`src/rtl/acc_pkg.sv`:
```
`default_nettype none
// ============================================================================
// Module      : acc_pkg
// Description : Shared defaults and FSM encoding for window_accumulator.
// Revision    : 1.0 - initial release
// ============================================================================
package acc_pkg;

    localparam int DEF_IN_W  = 8;
    localparam int DEF_ACC_W = 16;
    localparam int DEF_WIN   = 9;

    localparam logic [0:0] S_ACC  = 1'b0;
    localparam logic [0:0] S_HOLD = 1'b1;

endpackage
`default_nettype wire

```
`src/rtl/window_accumulator_if.sv`:
```
`default_nettype none
// ============================================================================
// Module      : window_accumulator_if
// Description : Sample-in / result-out handshake bundle for window_accumulator.
// Revision    : 1.0 - initial release
// ============================================================================
interface window_accumulator_if
    import acc_pkg::*;
#(
    parameter int IN_W  = DEF_IN_W,
    parameter int ACC_W = DEF_ACC_W,
    parameter int WIN   = DEF_WIN
) ();

    localparam int CNT_W = $clog2(WIN + 1);

    logic              clear;
    logic              in_valid;
    logic              in_ready;
    logic [IN_W-1:0]   in_data;
    logic              out_valid;
    logic              out_ready;
    logic [ACC_W-1:0]  out_data;
    logic              out_ovf;
    logic [CNT_W-1:0]  win_cnt;

    modport master (
        output clear, in_valid, in_data, out_ready,
        input  in_ready, out_valid, out_data, out_ovf, win_cnt
    );

    modport slave (
        input  clear, in_valid, in_data, out_ready,
        output in_ready, out_valid, out_data, out_ovf, win_cnt
    );

endinterface
`default_nettype wire

```
`src/rtl/param_adder.sv`:
```
`default_nettype none
// ============================================================================
// Module      : param_adder
// Description : W-bit unsigned adder with carry in and carry out.
// Revision    : 1.0 - initial release
// ============================================================================
module param_adder #(
    parameter int W = 16
) (
    input  wire logic [W-1:0] a,
    input  wire logic [W-1:0] b,
    input  wire logic         cin,
    output logic      [W-1:0] sum,
    output logic              cout
);

    assign {cout, sum} = {1'b0, a} + {1'b0, b} + {{W{1'b0}}, cin};

endmodule
`default_nettype wire

```
`src/rtl/window_accumulator.sv`:
```
`default_nettype none
// ============================================================================
// Module      : window_accumulator
// Description : Sums WIN unsigned samples per window, saturating or wrapping,
//               and hands each window result out through a valid/ready stage.
// Revision    : 1.0 - initial release
// ============================================================================
module window_accumulator
    import acc_pkg::*;
#(
    parameter int IN_W   = DEF_IN_W,
    parameter int ACC_W  = DEF_ACC_W,
    parameter int WIN    = DEF_WIN,
    parameter int SAT_EN = 1
) (
    input  wire logic           clk,
    input  wire logic           rst,
    window_accumulator_if.slave bus
);

    localparam int               CNT_W  = $clog2(WIN + 1);
    localparam logic [CNT_W-1:0] C_LAST = CNT_W'(WIN - 1);

    logic [0:0]       r_state;
    logic [CNT_W-1:0] r_cnt;
    logic [ACC_W-1:0] r_acc;
    logic             r_ovf;
    logic [ACC_W-1:0] r_out_data;
    logic             r_out_ovf;

    logic [IN_W-1:0]  w_in_data;
    logic             w_hold;
    logic             w_last;
    logic             w_first;
    logic             w_in_ready;
    logic             w_accept;
    logic             w_pop;
    logic             w_done;
    logic [ACC_W-1:0] w_addend_a;
    logic [ACC_W-1:0] w_addend_b;
    logic [ACC_W-1:0] w_sum;
    logic             w_cout;
    logic [ACC_W-1:0] w_acc_next;
    logic             w_ovf_next;

    assign w_in_data  = bus.in_data;
    assign w_hold     = (r_state == S_HOLD);
    assign w_last     = (r_cnt == C_LAST);
    assign w_first    = (r_cnt == '0);
    // Stall only the closing sample: it would overwrite a result not yet taken.
    assign w_in_ready = !bus.clear && !(w_last && w_hold && !bus.out_ready);
    assign w_accept   = bus.in_valid && w_in_ready;
    assign w_pop      = w_hold && bus.out_ready;
    assign w_done     = w_accept && w_last;

    // First sample of a window loads rather than adds, so no stale sum leaks in.
    assign w_addend_a = w_first ? '0 : r_acc;
    assign w_addend_b = ACC_W'(w_in_data);

    param_adder #(
        .W (ACC_W)
    ) u_adder (
        .a    (w_addend_a),
        .b    (w_addend_b),
        .cin  (1'b0),
        .sum  (w_sum),
        .cout (w_cout)
    );

    generate
        if (SAT_EN != 0) begin : g_sat
            assign w_acc_next = w_cout ? '1 : w_sum;
        end else begin : g_wrap
            assign w_acc_next = w_sum;
        end
    endgenerate

    assign w_ovf_next = w_cout | (r_ovf & !w_first);

    always_ff @(posedge clk) begin
        if (rst) begin
            r_state    <= S_ACC;
            r_cnt      <= '0;
            r_acc      <= '0;
            r_ovf      <= 1'b0;
            r_out_data <= '0;
            r_out_ovf  <= 1'b0;
        end else begin
            if (bus.clear) begin
                r_cnt <= '0;
                r_acc <= '0;
                r_ovf <= 1'b0;
            end else if (w_accept) begin
                if (w_last) begin
                    r_cnt      <= '0;
                    r_acc      <= '0;
                    r_ovf      <= 1'b0;
                    r_out_data <= w_acc_next;
                    r_out_ovf  <= w_ovf_next;
                end else begin
                    r_cnt <= r_cnt + CNT_W'(1);
                    r_acc <= w_acc_next;
                    r_ovf <= w_ovf_next;
                end
            end

            case (r_state)
                S_ACC:   if (w_done) r_state <= S_HOLD;
                S_HOLD:  if (w_pop && !w_done) r_state <= S_ACC;
                default: r_state <= S_ACC;
            endcase
        end
    end

    assign bus.in_ready  = w_in_ready;
    assign bus.out_valid = w_hold;
    assign bus.out_data  = r_out_data;
    assign bus.out_ovf   = r_out_ovf;
    assign bus.win_cnt   = r_cnt;

endmodule
`default_nettype wire

```
`src/flat_wrapper.sv`:
```
// flat-port wrapper written by rule: the top's interface ports become plain ports
module window_accumulator_flat import acc_pkg::*;
#(
    parameter int IN_W   = DEF_IN_W,
    parameter int ACC_W  = DEF_ACC_W,
    parameter int WIN    = DEF_WIN,
    parameter int SAT_EN = 1
)
  (clk, rst, bus_clear, bus_in_valid, bus_in_data, bus_out_ready, bus_in_ready, bus_out_valid, bus_out_data, bus_out_ovf, bus_win_cnt);
  window_accumulator_if #(.IN_W(IN_W), .ACC_W(ACC_W), .WIN(WIN)) bus_i ();
  input  wire logic clk;
  input  wire logic rst;
  input wire logic [$bits(bus_i.clear)-1:0] bus_clear;
  input wire logic [$bits(bus_i.in_valid)-1:0] bus_in_valid;
  input wire logic [$bits(bus_i.in_data)-1:0] bus_in_data;
  input wire logic [$bits(bus_i.out_ready)-1:0] bus_out_ready;
  output wire logic [$bits(bus_i.in_ready)-1:0] bus_in_ready;
  output wire logic [$bits(bus_i.out_valid)-1:0] bus_out_valid;
  output wire logic [$bits(bus_i.out_data)-1:0] bus_out_data;
  output wire logic [$bits(bus_i.out_ovf)-1:0] bus_out_ovf;
  output wire logic [$bits(bus_i.win_cnt)-1:0] bus_win_cnt;
  assign bus_i.clear = bus_clear;
  assign bus_i.in_valid = bus_in_valid;
  assign bus_i.in_data = bus_in_data;
  assign bus_i.out_ready = bus_out_ready;
  assign bus_in_ready = bus_i.in_ready;
  assign bus_out_valid = bus_i.out_valid;
  assign bus_out_data = bus_i.out_data;
  assign bus_out_ovf = bus_i.out_ovf;
  assign bus_win_cnt = bus_i.win_cnt;
  window_accumulator #(.IN_W(IN_W), .ACC_W(ACC_W), .WIN(WIN), .SAT_EN(SAT_EN)) u_core (.clk(clk), .rst(rst), .bus(bus_i));
endmodule
```
`config.mk`:
```
export PLATFORM = sky130hd
export DESIGN_NAME = window_accumulator_flat
export DESIGN_NICKNAME = d
export VERILOG_FILES = /design/src/rtl/acc_pkg.sv /design/src/rtl/window_accumulator_if.sv /design/src/rtl/param_adder.sv /design/src/rtl/window_accumulator.sv /design/src/flat_wrapper.sv
export SDC_FILE = /design/constraint.sdc
export NUM_CORES = 1
export LEC_CHECK = 0
export ABC_AREA = 1
export ABC_CLOCK_PERIOD_IN_PS = 2600
export BUFFER_PORTS_ARGS = -buffer_cell sky130_fd_sc_hd__buf_4
export CORE_MARGIN = 2
export CORE_UTILIZATION = 40
export DETAILED_ROUTE_END_ITERATION = 8
export GPL_TIMING_DRIVEN = 0
export PLACE_DENSITY_LB_ADDON = 0.05
export SYNTH_ARGS = -nofsm -noshare
export SYNTH_HDL_FRONTEND = slang
export SYNTH_SLANG_ARGS = --single-unit
```
`constraint.sdc`:
```
create_clock -name clk -period 2.6 [get_ports clk]
set_input_delay 0.26 -clock clk [delete_from_list [all_inputs] [get_ports clk]]
set_output_delay 0.26 -clock clk [all_outputs]
set_load 0.03 [all_outputs]
```
; After elaboration in Yosys (flattened, before gate mapping)
; Index checks and enable logic that the tools add are counted.
[totals]
out_inout_bits = 23
inputBits = 13
reg_bits = 39
[op_classes]
reduce_logical = 15
n_eq_ne = 1
n_addsub = 2
bitwise = 4
mux = 8
[op_table]
columns = cell, n
row1 = $mux 16, 3
row2 = $add 16x8->17, 1
row3 = $logic_and 1x1->1, 7
row4 = $logic_not 1->1, 5
row5 = $add 4x1->4 const B, 1
row6 = $eq 4x4->1 const B, 1
row7 = $logic_not 4->1, 1
row8 = $mux 4, 1
row9 = $mux 1, 3
row10 = $reduce_and 3->1, 1
row11 = $not 1->1, 2
row12 = $pmux 1 s2, 1
row13 = $reduce_or 2->1, 1
row14 = $and 1x1->1, 1
row15 = $or 1x1->1, 1

; Longest topological paths before layout
; Gate-level depths: netlist of the first run.
[depth]
depth_word = 11
depth_mapped = 18
ltp_nobuf = 17

; By module
; Synthesis of the first run repeated with hierarchy kept, for this count alone.
[hier_totals]
cells_unflattened = 470
area_unflattened_um2 = 3079.2
[modules_own_cells]
columns = mod, cells_per_inst, area_each_um2, instances
row1 = window_accumulator, 286, 2100.8, 1
row2 = param_adder, 184, 978.4, 1

; Least setup slack after synthesis of the first run
; No wires, ideal clock.
[synth_timing]
path_type = reg-to-reg
startpoint = register u_core.r_cnt[0] (netlist: u_core.bus.win_cnt[0])
endpoint = register u_core.r_out_data[3] (netlist: u_core.bus.out_data[3])
path_slack_ns = -0.094
period_less_slack_ns = 2.694
path_stages_with_launch = 18
arrival_time_ns = 2.578
setup_ns = 0.115
path_cell_list = dfxtp_1 > inv_1 > ha_1 > nand2_4 > inv_1 > buf_2 > nor2_1 > ha_1 > fa_1 > nand2_1 > nand2_1 > nand3_1 > o211ai_2 > nand3_4 > buf_6 > nand3_2 > o21ai_0 > inv_1
[synth_between]
elab_chain_len = 7
elab_cells_between_ends = 11
classes_between = 1 x add/sub / 1 x eq/ne / 2 x mux / 7 x reduce/logical
[synth_lines]
columns = element, line
row1 = start: declaration, window_accumulator.sv:25  ; logic [CNT_W-1:0] r_cnt;
row2 = start signal: assignment, window_accumulator.sv:101  ; r_cnt <= r_cnt + CNT_W'(1);
row3 = branches (longest 7 deep; another with $add 16x8->17), n/a
row4 = end signal: assignment, window_accumulator.sv:98  ; r_out_data <= w_acc_next;
row5 = end: declaration, window_accumulator.sv:28  ; logic [ACC_W-1:0] r_out_data;
; Several ways; the timed one is not identified.
; A chain may end at the register's enable or synchronous reset.

; Worst setup path after layout of the first run
[layout_timing]
startpoint = register u_core.r_cnt[0] (netlist: u_core.bus.win_cnt[0])
endpoint = register u_core.r_out_data[4] (netlist: u_core.bus.out_data[4])
; Same word-level chain as after synthesis.

==> results_dict.tcl, run 1 <==
set metrics [dict create \
    outcome "completed" \
    dieArea_mm2 0.00648 \
    ys_warn_count 0 \
    tightest_slew_ns 0.449 \
    final_nets 433 \
    finClkSkew_ns 0.00626 \
    drt-total-wl_mm 6.09 \
    place_congestion 0.832 \
    die_h_um 80.5 \
    root_buffer "clkbuf_8" \
    syn_nets 375 \
    clock-sinks 39 \
    worst_slack_ns 0.0982 \
    layout_commonest_cell "nand2_1" \
    cts_tree "built" \
    grt-ovfl-total 0 \
    cp.arrival_ns 2.70 \
    layout_min_cycle_time_ns 2.50 \
    hold_viol 0 \
    start_util_pct 42.0 \
    rsz0062_at_grt "yes" \
    critPathCaptureType "flop" \
    grt_pass1_wl_mm 9.82 \
    ys_types 33 \
    clk_path_buf_depth 2 \
    final_cells 482 \
    pre_cts_ws_ns -0.309 \
    fin_util_pct 56.3 \
    layout_common_cells "nand2_1, inv_1, buf_4, dfxtp_1, nor2_1" \
    dp.cells 458 \
    syn_avg_cell_area_um2 6.67 \
    leakage_nw 1.48 \
    drc 0 \
    yosysSeqAreaShare_pct 33.4 \
    required_ns 2.80 \
    slew_headroom_pct 70.1 \
    slew_viol_final 0 \
    routedWlPerCell_um 12.6 \
    power_density_mw_per_mm2 363 \
    min_path_type "input port to flop" \
    area_growth_pct 34.1 \
    drt_iter0_drc 81 \
    cts_hold_buf 0 \
    drive_above_1_share_pct 28.0 \
    grt_max_degree 13 \
    antenna_cells 0 \
    finalCritPeriodShare_pct 96.2 \
    setup_viol 0 \
    cp_max_fo 6 \
    dp_hpwl_mm 4.46 \
    worstSetupPathType "flop to flop" \
    netlist_instances 351 \
    fin_tns_setup_ns 0 \
    htree_num_levels 2 \
    maxCapViolCount 0 \
    core_area_mm2 0.00557 \
    viasPerCell 4.83 \
    clk_latency_ns 0.30 \
    path_clk_slew_ns 0.08 \
    port_buffers 35 \
    ir_drop_mv 0.208 \
    antenna_found_initial 0 \
    crit_path_start_kind "flop" \
    syn_area_mm2 0.00234 \
    synth_seq_cells 39 \
    row_count 27 \
    vias 2328 \
    grt_usage_pct 19.6 \
    cts_buffers 5 \
    placed_cell_area_mm2 0.00270 \
    dr.pass1.iters 4 \
    n_fill_cell 566 \
    ant_nets 0 \
    design_area_mm2 0.00314 \
    fp.dieW_um 80.5 \
    max_freq_ghz 0.400 \
    grt_pass1_vias 2075 \
    ios 36 \
]
-- timing repair --
item	CTS	global route
setup buffers	6	8
gates cloned	2	0
gates resized for setup	15	40
pin swaps	3	15
endpoints found under the setup margin	34	32
-- logic make-up (layout without fill, tap and decap cells) --
| kind of cell | after synthesis | after routing | synth area share [%] |
|---|---|---|---|
| buf+inv | 66 | 125 | 11.2 |
| simple gates | 173 | 173 | 33.5 |
| compound gates | 59 | 59 | 14.5 |
| fa+ha+maj | 11 | 11 | 6.20 |
| xor+xnor | 3 | 3 | 1.12 |
| flops | 39 | 39 | 33.4 |
-- cell type report --
type / instances / area, um^2 / share of cell area [%]
multi-input combinational: 246 / 1490 / 47.5
sequential: 39 / 786 / 25.0
timing repair buffer: 51 / 408 / 13.0
inverter: 55 / 214 / 6.82
tap: 72 / 90.1 / 2.87
clock buffer: 5 / 68.8 / 2.19
buffer: 11 / 66.3 / 2.11
clock inverter: 3 / 15.0 / 0.478
-- registers in the layout, indices dropped and copies added (netlist names) --
register / flops
u_core.bus.out_data: 16
u_core.bus.out_ovf: 1
u_core.bus.out_valid: 1
u_core.bus.win_cnt: 4
u_core.r_acc: 16
u_core.r_ovf: 1
-- cell usage after synthesis --
| cell type | number | area, um^2 |
|---|---|---|
| o21bai_1 | 3 | 22.5 |
| nand2_1 | 83 | 312 |
| nor3_1 | 2 | 10.0 |
| fa_1 | 1 | 20.0 |
| nor3_2 | 1 | 10.0 |
| clkinv_1 | 2 | 7.51 |
| o21ai_1 | 1 | 5.00 |
| o21a_1 | 9 | 67.6 |
| buf_2 | 6 | 30.0 |
| inv_2 | 1 | 3.75 |
| nor3b_1 | 2 | 15.0 |
| nand3b_1 | 3 | 22.5 |
| xor2_1 | 3 | 26.3 |
| clkbuf_1 | 4 | 15.0 |
| o21ai_2 | 1 | 8.76 |
| nand4_1 | 4 | 25.0 |
| inv_1 | 52 | 195 |
| ha_1 | 10 | 125 |
| or2_2 | 4 | 25.0 |
| a21oi_1 | 22 | 110 |
| nand2_4 | 1 | 11.3 |
| nor2_2 | 1 | 6.26 |
| nor2_1 | 35 | 131 |
| nand3_2 | 3 | 30.0 |
| o21ai_0 | 21 | 105 |
| buf_6 | 1 | 11.3 |
| o211ai_2 | 1 | 12.5 |
| nand2_2 | 2 | 12.5 |
| nand3_1 | 30 | 150 |
| a21oi_2 | 1 | 8.76 |
| nand3_4 | 1 | 17.5 |
| dfxtp_1 | 39 | 781 |
| or2_1 | 1 | 6.26 |
-- layer usage --
layer / global-route usage (%) / vias to the layer above / share of wire (%)
li1: - / 1238 / -
met1: 27.5 / 1031 / 48
met2: 30.8 / 52 / 45
met3: 2.70 / 7 / 5.1
met4: 6.61 / 0 / 1.5
met5: 0 / - / 0
-- stage by stage --
step	hold WS [ns]	power, mW
floorplan	0.329	0.683
detailed placement	0.440	0.722
global route	0.130	1.19
finish	0.123	1.14
CTS	0.121	1.13
global placement	0.440	0.722
-- critical path: stages, from the launching register on --
cell	delay, ns
dfxtp_4	0.36
inv_4	0.06
ha_4	0.16
nand2_8	0.07
inv_6	0.06
buf_6	0.12
nor2_4	0.04
ha_4	0.16
fa_2	0.39
nand2_2	0.10
nand2_4	0.07
nand3_4	0.08
o211ai_4	0.11
nand3_4	0.16
buf_8	0.14
nand3_2	0.09
o21ai_0	0.15
inv_1	0.05
-- where the power goes --
part / internal, mW / switching, mW
Combinational: 0.0552 / 0.0782
Sequential: 0.600 / 0.00239
Clock: 0.184 / 0.219
Total: 0.839 / 0.299
-- final timing paths --
check / start / endpoint / slack (ns) / cells after the start
worst max-delay path: u_core.bus.win_cnt[0] / u_core.bus.out_data[4] / 0.1 / 17
worst min-delay path: rst / u_core.bus.out_valid / 0.12 / 2
worst max register to register: u_core.bus.win_cnt[0] / u_core.bus.out_data[4] / 0.1 / 17
worst min register to register: u_core.r_acc[1] / u_core.r_acc[1] / 0.47 / 2
(Power assumes the default switching activity.)
==> inputs of run 2 (changes only) <==
ABC_CLOCK_PERIOD_IN_PS = 3100   (was 2600)
SLEW_MARGIN = 20   (was unset)
clock period = 3.1 ns   (was 2.6 ns; I/O delays follow)
==> results_dict.tcl, run 2 (synthesized netlist as in run 1, its figures left out) <==
set metrics [dict create \
    grt_pass1_vias 2040 \
    finClkSkew_ns 0.00736 \
    clk_path_buf_depth 2 \
    maxCapViolCount 0 \
    clkPwrFrac_pct 38.5 \
    ff2ff_path_depth 17 \
    viasPerCell 4.80 \
    layout_min_cycle_time_ns 2.82 \
    fp.dieW_um 80.5 \
    grt_usage_pct 19.2 \
    min_path_type "input port to flop" \
    cp.arrival_ns 3.00 \
    start_util_pct 42.0 \
    drc 0 \
    r2r_start "u_core.bus.win_cnt[0]" \
    grt_util_met2_pct 29.3 \
    port_buffers 35 \
    layout_common_cells "nand2_1, inv_1, dfxtp_1, buf_4, nor2_1" \
    fin_tns_setup_ns 0 \
    dr.pass1.iters 4 \
    antenna_cells 0 \
    finalCritPeriodShare_pct 91.0 \
    row_count 27 \
    cts_buffers 5 \
    slew_headroom_pct 65.7 \
    grt_pass1_wl_mm 9.76 \
    vias 2249 \
    rsz0062_at_grt "no" \
    ir_drop_mv 0.162 \
    leakage_nw 1.35 \
    crit_path_start_kind "flop" \
    area_growth_pct 21.3 \
    core_area_mm2 0.00557 \
    critPathCaptureType "flop" \
    routedWlPerCell_um 11.9 \
    clk_latency_ns 0.29 \
    ios 36 \
    hold_path.startpoint "rst" \
    use_met1_pct 27.8 \
    htree_num_levels 2 \
    required_ns 3.28 \
    drive_above_1_share_pct 17.9 \
    root_buffer "clkbuf_8" \
    antenna_found_initial 0 \
    ant_nets 0 \
    slew_viol_final 0 \
    top_usage_layer "met2" \
    dieArea_mm2 0.00648 \
    r2r-end "u_core.bus.out_data[5]" \
    cp_max_fo 10 \
    max_freq_ghz 0.355 \
    p_sw_mw 0.228 \
    regToRegSetupSlack_ns 0.28 \
    switching_share_pct 23.6 \
    place_congestion 0.810 \
    final_nets 420 \
    dp_hpwl_mm 4.34 \
    power_density_mw_per_mm2 341 \
    path_clk_slew_ns 0.08 \
    clock-sinks 39 \
    worstHoldEndpoint "u_core.bus.out_valid" \
    drt_iter0_drc 105 \
    crit_path_start "u_core.bus.win_cnt[0]" \
    tightest_slew_ns 0.514 \
    worstSetupPathType "flop to flop" \
    drt-total-wl_mm 5.58 \
    placed_cell_area_mm2 0.00269 \
    intPower_mw 0.740 \
    grtUsageMet3_pct 3.15 \
    hold_viol 0 \
    grt-ovfl-total 0 \
    outcome "completed" \
    die_h_um 80.5 \
    cts_tree "built" \
    min_path_cells 2 \
    seq_power_share_pct 52.3 \
    grt_max_degree 12 \
    layout_commonest_cell "nand2_1" \
    design_area_mm2 0.00284 \
    finalPower_mw 0.968 \
    setup_viol 0 \
    p_comb_share_pct 9.3 \
]
[run 2: changes by cell type in the layout (fill, tap and decap cells not counted), sizes merged]
cell and delta:
buf -13, clkbuf +3, clkinv -3
[run 2: cell type report]
type                    instances  area [um^2]
plain buffers                  11         62.6
clock buffers                   8          100
fillers                       600         2740
inverters                      55          206
multi-input cells             246         1310
flip-flops and latches         39          781
well taps                      72         90.1
repair buffers                 38          285
[run 2: routing by layer]
metal	vias up	wire (um)	share of wire [%]
met5	-	0	0
met2	58	2270	41
met1	979	2960	53
met4	0	51	0.91
li1	1208	-	-
met3	4	296	5.3
[run 2: critical path, cell delays in order (launching register included)]
cell	delay, ns
dfxtp_1	0.34
inv_1	0.10
ha_2	0.22
nand2_4	0.10
inv_1	0.11
buf_6	0.14
nor2_1	0.05
ha_1	0.21
fa_1	0.39
nand2_1	0.10
nand2_1	0.11
nand3_2	0.12
o211ai_4	0.11
nand3_4	0.13
buf_6	0.16
nand2_1	0.10
o21ai_0	0.15
inv_1	0.05
[run 2: what timing repair did]
item,in CTS,in global routing
hold buffers,0,0
gates resized for setup,0,9
endpoints found under the setup margin,0,34
setup buffers,0,3
[run 2: power by group through the flow]
stage	combinational, mW	clock (mW)	sequential [mW]
2_1_floorplan	0.0529	0	0.519
3_3_place_gp	0.0874	0	0.518
3_5_place_dp	0.0874	0	0.518
4_1_cts	0.0879	0.384	0.506
5_1_grt	0.101	0.406	0.506
6_report	0.0896	0.372	0.506
[run 2: worst max-delay path by stage]
stage,end,slack (ns)
3_5_place_dp,u_core.bus.out_data[4],0.06
5_1_grt,u_core.bus.out_data[14],0.01
6_report,u_core.bus.out_data[5],0.28
3_3_place_gp,u_core.bus.out_data[4],0.08
2_1_floorplan,u_core.bus.out_data[3],0.41
4_1_cts,u_core.bus.out_data[4],0.04
[run 2: stage by stage]
stage | utilization, % | std cells | hold slack, ns | setup WS [ns]
CTS | 50.1 | 466 | 0.182 | 0.0353
finish | 50.9 | 469 | 0.188 | 0.279
global route | 50.9 | 469 | 0.187 | 0.0108
detailed placement | 48.3 | 458 | 0.460 | 0.0626
global placement | 48.3 | 458 | 0.454 | 0.0836
floorplan | - | 351 | 0.379 | 0.406
